### config.mk
export PLATFORM = sky130hd
export DESIGN_NAME = scan_buffer_ctrl
export DESIGN_NICKNAME = d
export VERILOG_FILES = /design/src/rtl/scan_buffer_ctrl.sv
export SDC_FILE = /design/constraint.sdc
export NUM_CORES = 1
export LEC_CHECK = 0
export ABC_AREA = 1
export CORE_MARGIN = 2
export CORE_UTILIZATION = 55
export CTS_BUF_LIST = sky130_fd_sc_hd__clkbuf_8
export CTS_CLUSTER_DIAMETER = 150
export DETAILED_ROUTE_END_ITERATION = 8
export PLACE_DENSITY_LB_ADDON = 0.2
export SYNTH_ARGS = -nofsm -noshare
export SYNTH_HDL_FRONTEND = slang
export SYNTH_SLANG_ARGS = --single-unit
### constraint.sdc
create_clock -name clk -period 2.5 [get_ports clk]
set_input_delay 0.375 -clock clk [delete_from_list [all_inputs] [get_ports clk]]
set_output_delay 0.375 -clock clk [all_outputs]
set_load 0.01 [all_outputs]
### src/rtl/scan_buffer_ctrl.sv
// Scan acquisition buffer controller: fills one unit per TICK_CYCLES clocks, holds, then drains downstream.
// Optional build macro SCANBUF_AUTO_DRAIN_EN: reaching full in FILL jumps straight to DRAIN.
module scan_buffer_ctrl #(
  parameter  int DEPTH       = 10,
  parameter  int TICK_CYCLES = 8,
  parameter  int TH_A_PCT    = 80,
  parameter  int TH_B_PCT    = 90,
  localparam int LW          = $clog2(DEPTH + 1)
) (
  input  logic          clk,
  input  logic          reset,
  input  logic          scan_start,
  input  logic          scan_stop,
  input  logic          xfer_start,
  input  logic          drain_rdy,
  output logic          drain_valid,
  output logic [LW-1:0] level,
  output logic          lvl_a,
  output logic          lvl_b,
  output logic          full,
  output logic          empty,
  output logic [1:0]    state,
  output logic          overflow
);

  localparam int TH_A = DEPTH * TH_A_PCT / 100;
  localparam int TH_B = DEPTH * TH_B_PCT / 100;
  localparam int TW   = $clog2(TICK_CYCLES);

  localparam logic [LW-1:0] DEPTH_L    = LW'(DEPTH);
  localparam logic [LW-1:0] TH_A_L     = LW'(TH_A);
  localparam logic [LW-1:0] TH_B_L     = LW'(TH_B);
  localparam logic [TW-1:0] TICK_LAST  = TW'(TICK_CYCLES - 1);

  typedef enum logic [1:0] {
    IDLE  = 2'd0,
    FILL  = 2'd1,
    HOLD  = 2'd2,
    DRAIN = 2'd3
  } state_e;

  state_e        state_q;
  logic [TW-1:0] tick_q;
  logic [LW-1:0] level_q;
  logic          overflow_q;
  logic          tick_wrap;

  // Handshake: a unit moves downstream on any edge where drain_valid and drain_rdy are both high;
  // drain_valid never depends on drain_rdy.
  assign drain_valid = (state_q == DRAIN) && (level_q != '0);
  assign tick_wrap   = (tick_q == TICK_LAST);

  always_ff @(posedge clk) begin
    if (reset) begin
      state_q    <= IDLE;
      tick_q     <= '0;
      level_q    <= '0;
      overflow_q <= 1'b0;
    end else begin
      unique case (state_q)
        IDLE: begin
          if (scan_start) begin
            state_q    <= FILL;
            tick_q     <= '0;
            overflow_q <= 1'b0;
          end
        end
        FILL: begin
          // A transfer request abandons the in-progress tick rather than counting it.
          if (xfer_start) begin
            state_q <= (level_q != '0) ? DRAIN : IDLE;
          end else begin
            tick_q <= tick_wrap ? '0 : tick_q + TW'(1);
            if (scan_stop) state_q <= HOLD;
`ifdef SCANBUF_AUTO_DRAIN_EN
            if (tick_wrap && (level_q < DEPTH_L)) begin
              level_q <= level_q + LW'(1);
              if (level_q == DEPTH_L - LW'(1)) state_q <= DRAIN;
            end
`else
            if (tick_wrap) begin
              if (level_q < DEPTH_L) level_q <= level_q + LW'(1);
              else                   overflow_q <= 1'b1;
            end
`endif
          end
        end
        HOLD: begin
          if (xfer_start) begin
            state_q <= (level_q != '0) ? DRAIN : IDLE;
          end else if (scan_start) begin
            state_q <= FILL;
            tick_q  <= '0;
          end
        end
        DRAIN: begin
          if (drain_valid && drain_rdy) begin
            level_q <= level_q - LW'(1);
            if (level_q == LW'(1)) state_q <= IDLE;
          end
        end
        default: state_q <= IDLE;
      endcase
    end
  end

  assign level    = level_q;
  assign state    = state_q;
  assign overflow = overflow_q;
  assign empty    = (level_q == '0);
  assign full     = (level_q == DEPTH_L);
  assign lvl_b    = (level_q >= TH_B_L) && (level_q < DEPTH_L);
  assign lvl_a    = (level_q >= TH_A_L) && (level_q < TH_B_L);

endmodule
==> impl_metrics.py <==
metrics = {
    "clock_tree": {
        "cts_resized": 0,
        "cts_buffers": 3,
        "insertion_delay_ps": 240,
        "cts_setup_buffers": 0,
        "cts_tree": "yes",
        "ctsLongestPathBuffers": 2,
        "clkTransAtPathRegs_ps": 50,
        "root_buffer": "clkbuf_8",
        "cts.sink_count": 10,
        "htreeDepth": 1,
        "cts_hold_buf": 0,
    },
    "synth": {
        "syn_nets": 143,
        "ys_types": 24,
        "syn_area_sq_um": 810.8,
        "synth-seq-cells": 10,
        "synth_top_area_share_pct": 24.69,
        "ys_async_sr_fraction_pct": 0,
        "ys.flop_type": "dfxtp_1",
        "yosys_warnings": 0,
        "synth_cells": 130,
        "synth_area_leaders": "dfxtp_1, nand2_1, ha_1",
        "synth_most_common_cell": "nand2_1",
        "synth_top_cell_by_area": "dfxtp_1",
        "synthTopCellsByCount": "nand2_1, inv_1, nor2_1",
        "syn_avg_cell_area_sq_um": 6.237,
        "ys_seq_area_share_pct": 24.69,
        "synth-edff-count": 0,
    },
    "detailed_routing": {
        "route.detailed.drc": 0,
        "firstDrtPassIters": 4,
        "antenna_left": 0,
        "drt_iter0_markers": 35,
        "vias": 872,
        "via_per_inst": 5.317,
        "wire_per_inst_um": 12.14,
        "wl_mm": 1.991,
    },
    "placed_design": {
        "dp.cells": 160,
        "placed_area_sq_um": 977.2,
        "place_hpwl_mm": 1.544,
        "portBuffers": 17,
        "gp_congestion": 1.005,
    },
    "timing": {
        "max_freq_ghz": 0.4356,
        "setup_viol": 0,
        "finalHoldViolCount": 0,
        "slew_viol_final": 0,
        "post-route-period-util_pct": 91.84,
        "clock_skew_ps": 0.8633,
        "rsz0062_at_grt": "no",
        "tightest_slew_ps": 330.8,
        "slew_headroom_pct": 77.92,
        "period_needed_ps": 2296,
        "tns_ps": 0,
    },
    "die": {
        "fp-row-count": 13,
        "die_area_sq_um": 1797,
        "fp.coreArea_sq_um": 1334,
        "num_io_pins": 18,
        "start_util_pct": 60.79,
        "die_h_um": 42.40,
        "die_width_um": 42.40,
    },
    "status": {
        "status": "finished, final reports clean",
    },
    "setup_path": {
        "crit_chain": "inv_1 > ha_1 > a211oi_1 > clkdlybuf4s50_1",
        "slowest_stage": "clkdlybuf4s50_1",
        "cp.required_ps": 2120,
        "critPathMaxFanout": 7,
        "cp.arrival_ps": 1920,
        "endpoint_kind": "output port",
        "slowest_delay_ps": 570,
        "startpoint_type": "register",
        "criticalPathCategory": "register to output port",
    },
    "run": {
        "maxCapViolCount": 0,
    },
    "global_routing": {
        "grt_pass1_vias": 834,
        "grt_max_degree": 10,
        "gr-total-overflow": 0,
        "antenna_found_initial": 0,
        "grt_pass1_wl_mm": 3.532,
        "track_usage_pct": 25.62,
    },
    "cells_and_area": {
        "antenna_cells": 0,
        "syn_to_final_growth_pct": 27.31,
        "fillers": 100,
        "num-nets-final": 163,
        "multi_input_area_sq_um": 511.7,
        "utilization_pct": 77.39,
        "drive_above_1_share_pct": 10.07,
        "finalNonFillerCells": 164,
        "ff_latch_area_sq_um": 200.2,
        "design_area_sq_um": 1032,
    },
    "power_and_ir_drop": {
        "irDropWorstVdd_mv": 0.7676,
        "p_per_area_nw_per_um2": 1147,
        "p_leak_nw": 0.5029,
        "fin_total_pwr_w": 0.001184,
    },
    "worst_hold_path": {
        "hold_class": "register to register",
    },
}
-- cells in the final DEF (no fill, tap or decap), drive strengths merged --
| cell | synthesis | final |
|---|---|---|
| inv | 19 | 19 |
| a21oi | 7 | 7 |
| dfxtp | 10 | 10 |
| nor3 | 1 | 1 |
| a211oi | 1 | 1 |
| o21ai | 6 | 6 |
| nand3 | 9 | 9 |
| nand4 | 3 | 3 |
| clkdlybuf4s50 | 0 | 17 |
| xnor2 | 1 | 1 |
| nand2 | 41 | 41 |
| and2 | 1 | 1 |
| xor2 | 1 | 1 |
| clkbuf | 0 | 4 |
| ha | 7 | 7 |
| clkinv | 1 | 1 |
| nor2 | 20 | 20 |
-- state kept, by name, indices dropped and copies added, names as in the netlist --
name,cells
level,4
tick_q,3
state,2
overflow,1
-- worst max-delay path, delay by kind of cell, from the launching register on --
kind                       cells  cell delay [ps]
AOI/OAI and AO/OA              1              240
adders and majority gates      1              270
buffers and inverters          2              740
DFF                            1              430
-- cell families (layout without fill, tap and decap cells) --
kind of cell | after synthesis | after routing | share of synthesized area [%]
AOI/OAI and AO/OA | 14 | 14 | 9.877
and+or+nand+nor | 75 | 75 | 40.28
DFF | 10 | 10 | 24.69
buffers and inverters | 22 | 41 | 12.19
adders and majority gates | 7 | 7 | 10.80
xor gates and xnor gates | 2 | 2 | 2.161
-- power by group --
group	switching (W)	total (W)	internal, W
logic	0.000405	0.000692	0.000287
clock network	0.0000692	0.000208	0.000139
registers	0.0000747	0.000285	0.000210
total	0.000549	0.00118	0.000636
-- per-layer routing --
| metal | up-vias | GRT usage, % | part of all wire [%] |
|---|---|---|---|
| li1 | 443 | - | - |
| met1 | 380 | 30.45 | 42 |
| met2 | 42 | 43.38 | 47 |
| met3 | 7 | 5.172 | 8.6 |
| met4 | 0 | 12.50 | 2.0 |
| met5 | - | 0 | 0 |
-- metrics by stage --
stage	hold slack [ps]	setup WS (ps)
floorplan	437.4	923.9
global placement	432.4	551.0
detailed placement	436.9	470.4
CTS	458.2	215.8
global route	486.1	79.63
finish	456.4	204.1
-- final timing paths --
kind	start	end	slack [ps]	cells past startpoint
max reg2reg	level[0]	state[0]	890	9
max	level[0]	lvl_b	200	4
min	overflow	overflow	460	2
min reg2reg	overflow	overflow	460	2
-- final cells by class --
cell class / instances / area share [%]
Tap cell: 15 / 1.818
Multi-Input combinational cell: 98 / 49.58
Sequential cell: 10 / 19.39
Timing Repair Buffer: 17 / 16.48
Clock buffer: 4 / 5.333
Inverter: 20 / 7.394
No activity file was read; power rests on OpenSTA's default activity.
